### config.mk
export PLATFORM = sky130hd
export DESIGN_NAME = text_ram_arbiter_flat
export DESIGN_NICKNAME = d
export VERILOG_FILES = /design/src/rtl/text_ram_arbiter_if.sv /design/src/rtl/text_ram_arbiter.sv /design/src/flat_wrapper.sv
export SDC_FILE = /design/constraint.sdc
export NUM_CORES = 1
export LEC_CHECK = 0
export CORE_MARGIN = 4
export CORE_UTILIZATION = 44
export DETAILED_ROUTE_END_ITERATION = 8
export PLACE_DENSITY_LB_ADDON = 0.05
export SYNTH_ARGS = -nofsm -noshare
export SYNTH_HDL_FRONTEND = slang
export SYNTH_SLANG_ARGS = --single-unit
### constraint.sdc
create_clock -name clk -period 3.1 [get_ports clk]
set_input_delay 0.93 -clock clk [delete_from_list [all_inputs] [get_ports clk]]
set_output_delay 0.93 -clock clk [all_outputs]
set_load 0.005 [all_outputs]
### src/rtl/text_ram_arbiter_if.sv
// Host port bundle for the text RAM arbiter.
//   host_req   : host asks for a transaction, held until host_ack
//   host_we    : 1 = write, 0 = read (sampled when the request is accepted)
//   host_addr  : cell address {row[4:0], col[4:0]}
//   host_wdata : write byte
//   host_ack   : 1-cycle completion pulse
//   host_rdata : read byte, valid with host_ack and held until the next read
// Modport master = host side, slave = arbiter side.
interface text_ram_arbiter_if #(
  parameter int ADDR_W = 10,
  parameter int DATA_W = 8
);
  logic              host_req;
  logic              host_we;
  logic [ADDR_W-1:0] host_addr;
  logic [DATA_W-1:0] host_wdata;
  logic              host_ack;
  logic [DATA_W-1:0] host_rdata;

  modport master (
    output host_req, host_we, host_addr, host_wdata,
    input  host_ack, host_rdata
  );

  modport slave (
    input  host_req, host_we, host_addr, host_wdata,
    output host_ack, host_rdata
  );
endinterface

### src/rtl/text_ram_arbiter.sv
// Shares the single-port text RAM (registered 1-cycle read) between video
// scanout and a host port / clear-screen sequencer. Video owns the RAM while
// vid_active=1 and is never delayed; host and clear traffic only use blanking.
// Ports:
//   clk, reset         : system clock, asynchronous active-low reset
//   vid_active         : 1 = video owns the RAM this cycle
//   vid_addr/vid_data  : scanout address and the RAM output one cycle later
//   host (slave)       : req/ack host transaction port
//   clear_start        : pulse, fill the whole RAM with CLEAR_VAL
//   clear_busy         : clear pending or in progress
//   ram_addr/din/we    : to the RAM
//   ram_dout           : from the RAM
//
// state   | meaning
// IDLE    | waiting for a clear or host request (blanking only)
// WR      | host write driven onto the RAM
// RD      | host read address driven onto the RAM
// RD_DATA | RAM output captured into host_rdata
// ACK     | host_ack pulse
// CLEAR   | writing CLEAR_VAL at clr_cnt, one cell per blanking cycle
module text_ram_arbiter #(
  parameter int                ADDR_W    = 10,
  parameter int                DATA_W    = 8,
  parameter logic [DATA_W-1:0] CLEAR_VAL = '0
) (
  input  logic              clk,
  input  logic              reset,
  input  logic              vid_active,
  input  logic [ADDR_W-1:0] vid_addr,
  output logic [DATA_W-1:0] vid_data,
  text_ram_arbiter_if.slave host,
  input  logic              clear_start,
  output logic              clear_busy,
  output logic [ADDR_W-1:0] ram_addr,
  output logic [DATA_W-1:0] ram_din,
  output logic              ram_we,
  input  logic [DATA_W-1:0] ram_dout
);

  typedef enum logic [2:0] {
    IDLE    = 3'd0,
    WR      = 3'd1,
    RD      = 3'd2,
    RD_DATA = 3'd3,
    ACK     = 3'd4,
    CLEAR   = 3'd5
  } state_t;

  state_t            state_q;
  logic              host_ack_q;
  logic [DATA_W-1:0] host_rdata_q;
  logic              clear_pend_q;
  logic [ADDR_W-1:0] clr_cnt_q;
  logic              host_we_q;
  logic [ADDR_W-1:0] host_addr_q;
  logic [DATA_W-1:0] host_wdata_q;
  logic              clear_req;

  assign clear_busy = clear_pend_q | (state_q == CLEAR);

  // A fresh clear_start is acted on in the same cycle when IDLE can take it,
  // so the sequencer enters CLEAR on the next cycle and busy covers exactly
  // the write cycles. Otherwise it is remembered in clear_pend_q.
  assign clear_req = clear_pend_q | (clear_start & ~clear_busy);

  always_ff @(posedge clk or negedge reset) begin
    if (!reset) begin
      state_q      <= IDLE;
      host_ack_q   <= 1'b0;
      host_rdata_q <= '0;
      clear_pend_q <= 1'b0;
      clr_cnt_q    <= '0;
      host_we_q    <= 1'b0;
      host_addr_q  <= '0;
      host_wdata_q <= '0;
    end else begin
      host_ack_q <= 1'b0;
      if (clear_start && !clear_busy) clear_pend_q <= 1'b1;

      case (state_q)
        IDLE: begin
          if (!vid_active) begin
            if (clear_req) begin
              state_q      <= CLEAR;
              clr_cnt_q    <= '0;
              clear_pend_q <= 1'b0;
            end else if (host.host_req) begin
              host_we_q    <= host.host_we;
              host_addr_q  <= host.host_addr;
              host_wdata_q <= host.host_wdata;
              state_q      <= host.host_we ? WR : RD;
            end
          end
        end
        WR: begin
          if (!vid_active) begin
            state_q    <= ACK;
            host_ack_q <= 1'b1;
          end
        end
        RD: begin
          if (!vid_active) state_q <= RD_DATA;
        end
        RD_DATA: begin
          // The read was issued in RD, so ram_dout holds it regardless of video.
          host_rdata_q <= ram_dout;
          state_q      <= ACK;
          host_ack_q   <= 1'b1;
        end
        ACK: begin
          state_q <= IDLE;
        end
        CLEAR: begin
          if (!vid_active) begin
            clr_cnt_q <= clr_cnt_q + ADDR_W'(1);
            if (clr_cnt_q == '1) state_q <= IDLE;
          end
        end
        default: state_q <= IDLE;
      endcase
    end
  end

  always_comb begin
    ram_we   = 1'b0;
    ram_addr = vid_addr;
    ram_din  = host_wdata_q;
    if (!vid_active) begin
      case (state_q)
        WR: begin
          ram_we   = 1'b1;
          ram_addr = host_addr_q;
        end
        RD: ram_addr = host_addr_q;
        CLEAR: begin
          ram_we   = 1'b1;
          ram_addr = clr_cnt_q;
          ram_din  = CLEAR_VAL;
        end
        default: ;
      endcase
    end
  end

  assign vid_data        = ram_dout;
  assign host.host_ack   = host_ack_q;
  assign host.host_rdata = host_rdata_q;

  // host_we_q only steers WR/RD at acceptance; kept as the latched copy.
  logic unused_we;
  assign unused_we = host_we_q;

endmodule

### src/flat_wrapper.sv
// flat-port wrapper written by rule: the top's interface ports become plain ports
module text_ram_arbiter_flat 
#(
  parameter int                ADDR_W    = 10,
  parameter int                DATA_W    = 8,
  parameter logic [DATA_W-1:0] CLEAR_VAL = '0
)
  (clk, reset, vid_active, vid_addr, vid_data, clear_start, clear_busy, ram_addr, ram_din, ram_we, ram_dout, host_host_req, host_host_we, host_host_addr, host_host_wdata, host_host_ack, host_host_rdata);
  text_ram_arbiter_if #(.ADDR_W(ADDR_W), .DATA_W(DATA_W)) host_i ();
  input  logic clk;
  input  logic reset;
  input  logic vid_active;
  input  logic [ADDR_W-1:0] vid_addr;
  output logic [DATA_W-1:0] vid_data;
  input  logic clear_start;
  output logic clear_busy;
  output logic [ADDR_W-1:0] ram_addr;
  output logic [DATA_W-1:0] ram_din;
  output logic ram_we;
  input  logic [DATA_W-1:0] ram_dout;
  input wire logic [$bits(host_i.host_req)-1:0] host_host_req;
  input wire logic [$bits(host_i.host_we)-1:0] host_host_we;
  input wire logic [$bits(host_i.host_addr)-1:0] host_host_addr;
  input wire logic [$bits(host_i.host_wdata)-1:0] host_host_wdata;
  output wire logic [$bits(host_i.host_ack)-1:0] host_host_ack;
  output wire logic [$bits(host_i.host_rdata)-1:0] host_host_rdata;
  assign host_i.host_req = host_host_req;
  assign host_i.host_we = host_host_we;
  assign host_i.host_addr = host_host_addr;
  assign host_i.host_wdata = host_host_wdata;
  assign host_host_ack = host_i.host_ack;
  assign host_host_rdata = host_i.host_rdata;
  text_ram_arbiter #(.ADDR_W(ADDR_W), .DATA_W(DATA_W), .CLEAR_VAL(CLEAR_VAL)) u_core (.clk(clk), .reset(reset), .vid_active(vid_active), .vid_addr(vid_addr), .vid_data(vid_data), .host(host_i), .clear_start(clear_start), .clear_busy(clear_busy), .ram_addr(ram_addr), .ram_din(ram_din), .ram_we(ram_we), .ram_dout(ram_dout));
endmodule
-- Yosys cells after proc, flatten, opt, wreduce, memory -nomap -nowiden
Index checks and enable logic that the tools add are counted.
- equality and inequality tests: 12
- reductions and logical operators: 9
- muxes and demuxes: 25
- add/subtract/negate cells: 1
- bitwise logic cells: 6
- operators by type and width (kind ; number):
    10-bit 2-to-1 mux ; 4
    10-bit one-hot mux with 2 select lines ; 2
    3-bit 2-to-1 mux ; 7
    8-bit 2-to-1 mux ; 2
    3-bit one-hot mux with 5 select lines ; 1
    10-bit by 1-bit adder with 10-bit output, second input constant ; 1
    10-bit equality test, second input constant ; 1
    2-bit != test, second input constant ; 5
    4-bit AND reduction ; 2
    1-bit 2-to-1 mux ; 7
    3-bit by 2-bit equality test with 1-bit output, second input constant ; 2
    6-bit AND reduction ; 1
    2-bit OR reduction ; 2
    3-bit by 1-bit equality test with 1-bit output, second input constant ; 1
    3-bit equality test, second input constant ; 1
    3-bit logical NOT ; 1
    3-bit by 2-bit != test with 1-bit output, second input constant ; 1
    1-bit inverter ; 3
    2-bit 2-to-1 mux ; 1
    2-bit by 1-bit != test with 1-bit output, second input constant ; 1
    1-bit OR ; 2
    1-bit one-hot mux with 2 select lines ; 1
    2-bit nonzero test ; 1
    1-bit bitwise AND ; 1
    2 further kinds ; 2
- register bits after elaboration: 41
- word-level logic and storage cells: 60
- input bits: 42
- output and inout bits: 37

-- Depth between registers and ports, before layout
- depth in word-level cells: 8
- depth in mapped cells: 7
- depth with buffers taken out: 5

-- Least setup slack after synthesis
No wires, ideal clock.
- kind: input -> output
- start point: in vid_active
- end point: out ram_addr[0]
- cell stages on the path: 4
- setup slack: 0.198 ns
- arrival time: 1.972 ns
- data required time: 2.170 ns
- path through: clkbuf_1 -> nor3_1 -> a22oi_1 -> o21ai_0
- cells in the longest elaborated chain, start to end: 1
- ends and longest elaborated chain (element ; line ; source):
    start: declaration ; flat_wrapper.sv:12 ; input logic vid_active;
    10-bit 2-to-1 mux ; text_ram_arbiter.sv:128 ; if (!vid_active) begin
    end: declaration ; flat_wrapper.sv:17 ; output logic [ADDR_W-1:0] ram_addr;
No other way between the ends.

-- Worst setup path after layout
- start point: in vid_active
- end point: out ram_we
- cells in the longest elaborated chain, start to end: 1
- ends and longest elaborated chain (element ; line ; source):
    1-bit 2-to-1 mux ; text_ram_arbiter.sv:128 ;
    end: declaration ; flat_wrapper.sv:19 ; output logic ram_we;
No other way between the ends.

==> flow_summary.ini <==
[yosys]
ys_top_cells_by_count = dfrtp_1, mux2_2, o21ai_0, inv_1
synthCells = 194
synth_area_per_cell_um2 = 10.8
yosysTopAreaCell = dfrtp_1
post-synth-top-count-cell = dfrtp_1
synth_area_um2 = 2090
synth_edf_count = 0
synth_top_area_share_pct = 49.1
ys_seq_area_share_pct = 49.1
yosys_register_bits = 41
ys.flop_type = dfrtp_1
synthArstFlopShare_pct = 100
ys_warn_count = 0
syn-num-nets = 237
ys_types = 39
synthTopCellsByArea = dfrtp_1, mux2_2, o21ai_0

[placed_design]
place_congestion = 0.829
dpl.hpwl_um = 3610
dp_slack_ns = -0.616
port_buffers = 78

[critical_path]
setup.worst_path.end_class = output pin
r2r_setup_slack_ns = 1.03
startpoint_type = primary input
cp_max_fo = 9
r2r_start = u_core.state_q[1]$_DFFE_PN0P_
cp_data_required_time_ns = 2.17
rr_worst_depth = 4
timing.rr.end = u_core.clr_cnt_q[9]$_DFFE_PN0P_
crit_type = in2out
cp_data_arrival_time_ns = 2.09

[sta]
fin_crit_ns = 3.02
finalHoldViolations = 0
fmax_mhz = 331
finalCritPeriodShare_pct = 97.4
final-setup-viol-count = 0
slew_viol_final = 0
timing.final.ws_setup_ns = 0.0797
maxSlewHeadroom_pct = 39.3
worst_pin_slew_ns = 0.910
finalClockSkew_ns = 0.00769

[floorplanning]
dieArea_um2 = 5910
rows = 24
die_y_um = 76.9
ios = 79
initial_utilization_pct = 46.7
core_area_um2 = 4470
dieWidth_um = 76.9

[clocking]
htree_levels = 2
insertion_delay_ns = 0.29
cts_buffers = 5
cts_sinks = 41
cts.hold.buffers_added = 0
cts_root_buf = clkbuf_8
cts_buffer_depth = 2
path_clk_slew_ns = 0.08
cts_tree = built

[global_routing]
grt.total_usage_pct = 17.6
grt_pass1_wl_um = 8290
grt_max_degree = 42
grt_pass1_vias = 1761
grt-ovfl-total = 0
antenna_found_initial = 0

[power]
p_total_mw = 2.32
peakVddDrop_uv = 458
p_leak_nw = 1.42
power_density_nw_per_um2 = 738

[routing]
vias = 1793
first_iter_violations = 63
dr.pass1.iters = 4
wirelength_um = 4960
routed_via_density = 5.34
wl_per_cell_um = 14.8
ant_nets = 0
drc = 0

[hold_path]
hold-path-endpoint = u_core.host_wdata_q[6]$_DFFE_PN0P_
hp-class = reg2reg
worstHoldPathCells = 1
min-delay-start = u_core.host_wdata_q[6]$_DFFE_PN0P_

[layout]
area_growth_pct = 50.2
drive_gt1_share_pct = 23.6
fin_nets = 326
antenna_cells = 0

[status]
outcome = finished, final reports clean

[flow_run]
cap_violations = 0
[power breakdown]
| part | leakage [nW] | total, mW | switching, mW | internal [mW] |
|---|---|---|---|---|
| clock | 0.0681 | 0.502 | 0.182 | 0.320 |
| combinational | 0.833 | 0.935 | 0.337 | 0.597 |
| sequential | 0.516 | 0.878 | 0.135 | 0.743 |
| total | 1.42 | 2.32 | 0.655 | 1.66 |
[critical path: stages]
cell	delay, ns
buf_4	0.13
buf_4	0.14
buf_4	0.16
nor3b_2	0.20
clkdlybuf4s50_1	0.53
[area by class of cell]
class | count | area (µm²)
timing repair buffer | 101 | 943
fill | 340 | 1340
multi-input combinational | 120 | 916
clock inverter | 3 | 65.1
clock buffer | 5 | 68.8
sequential | 41 | 1030
inverter | 14 | 52.6
tap | 52 | 65.1
[metrics by stage]
stage	instances	hold WS (ns)	utilization, %	setup TNS (ns)	cell area (µm²)
floorplan	194	0.473	-	0	2090
global placement	319	0.481	65.9	-9.36	2950
detailed placement	319	0.487	65.9	-9.63	2950
CTS	335	0.507	69.7	0	3120
global route	336	0.517	70.1	-0.00258	3140
finish	336	0.503	70.1	0	3140
[cells in the final DEF (no fill, tap or decap), types with 4 or more instances in the layout]
master / netlist / layout
nor2b_1: 9 / 9
dfrtp_1: 41 / 41
clkbuf_8: 0 / 5
a22oi_1: 10 / 10
clkdlybuf4s50_1: 0 / 58
o21ai_0: 16 / 14
inv_1: 14 / 14
nand4_1: 4 / 4
mux2_2: 27 / 27
dlygate4sd2_1: 0 / 10
buf_4: 10 / 23
nor2_1: 10 / 9
a21oi_1: 6 / 6
[worst max path at each step]
stage                     startpoint  cells past startpoint  slack [ns]          end
after floorplan           vid_active                      4        0.20  ram_addr[0]
after global placement    vid_active                      5       -0.59  ram_addr[8]
after detailed placement  vid_active                      5       -0.62  ram_addr[8]
after CTS                 vid_active                      8       0.003  ram_addr[5]
after global routing      vid_active                      8      -0.003  ram_addr[3]
final                     vid_active                      5        0.08       ram_we
[flip-flops by register name, indices dropped and copies added, names as in the netlist]
| signal | flops |
|---|---|
| u_core.clr_cnt_q | 10 |
| u_core.state_q | 3 |
| u_core.host_wdata_q | 8 |
| u_core.host_addr_q | 10 |
| u_core.host.host_ack | 1 |
| u_core.host.host_rdata | 8 |
| u_core.clear_pend_q | 1 |
[layer usage]
| metal | GRT usage, % | share of wire [%] | wire length [µm] | vias to the layer above |
|---|---|---|---|---|
| li1 | - | - | - | 863 |
| met1 | 21.9 | 43 | 2120 | 858 |
| met2 | 29.3 | 49 | 2410 | 65 |
| met3 | 4.68 | 7.2 | 355 | 7 |
| met4 | 6.16 | 1.4 | 69 | 0 |
| met5 | 0 | 0 | 0 | - |
[cells by family (layout without fill, tap and decap cells)]
logic type      after synthesis  in the layout  synth area share (%)
xor+xnor                      4              4                  1.68
simple gates                 45             45                  12.7
buf+inv                      33            123                  7.85
fa+ha+maj                     1              1                 0.599
mux                          27             27                  14.6
flops                        41             41                  49.1
compound gates               43             43                  13.5
[timing repair]
item | CTS | global route
setup endpoints to repair | 19 | 8
buffers inserted | 8 | 2
pin swaps | 1 | 1
gates resized for setup | 28 | 7
(Power assumes the default switching activity.)
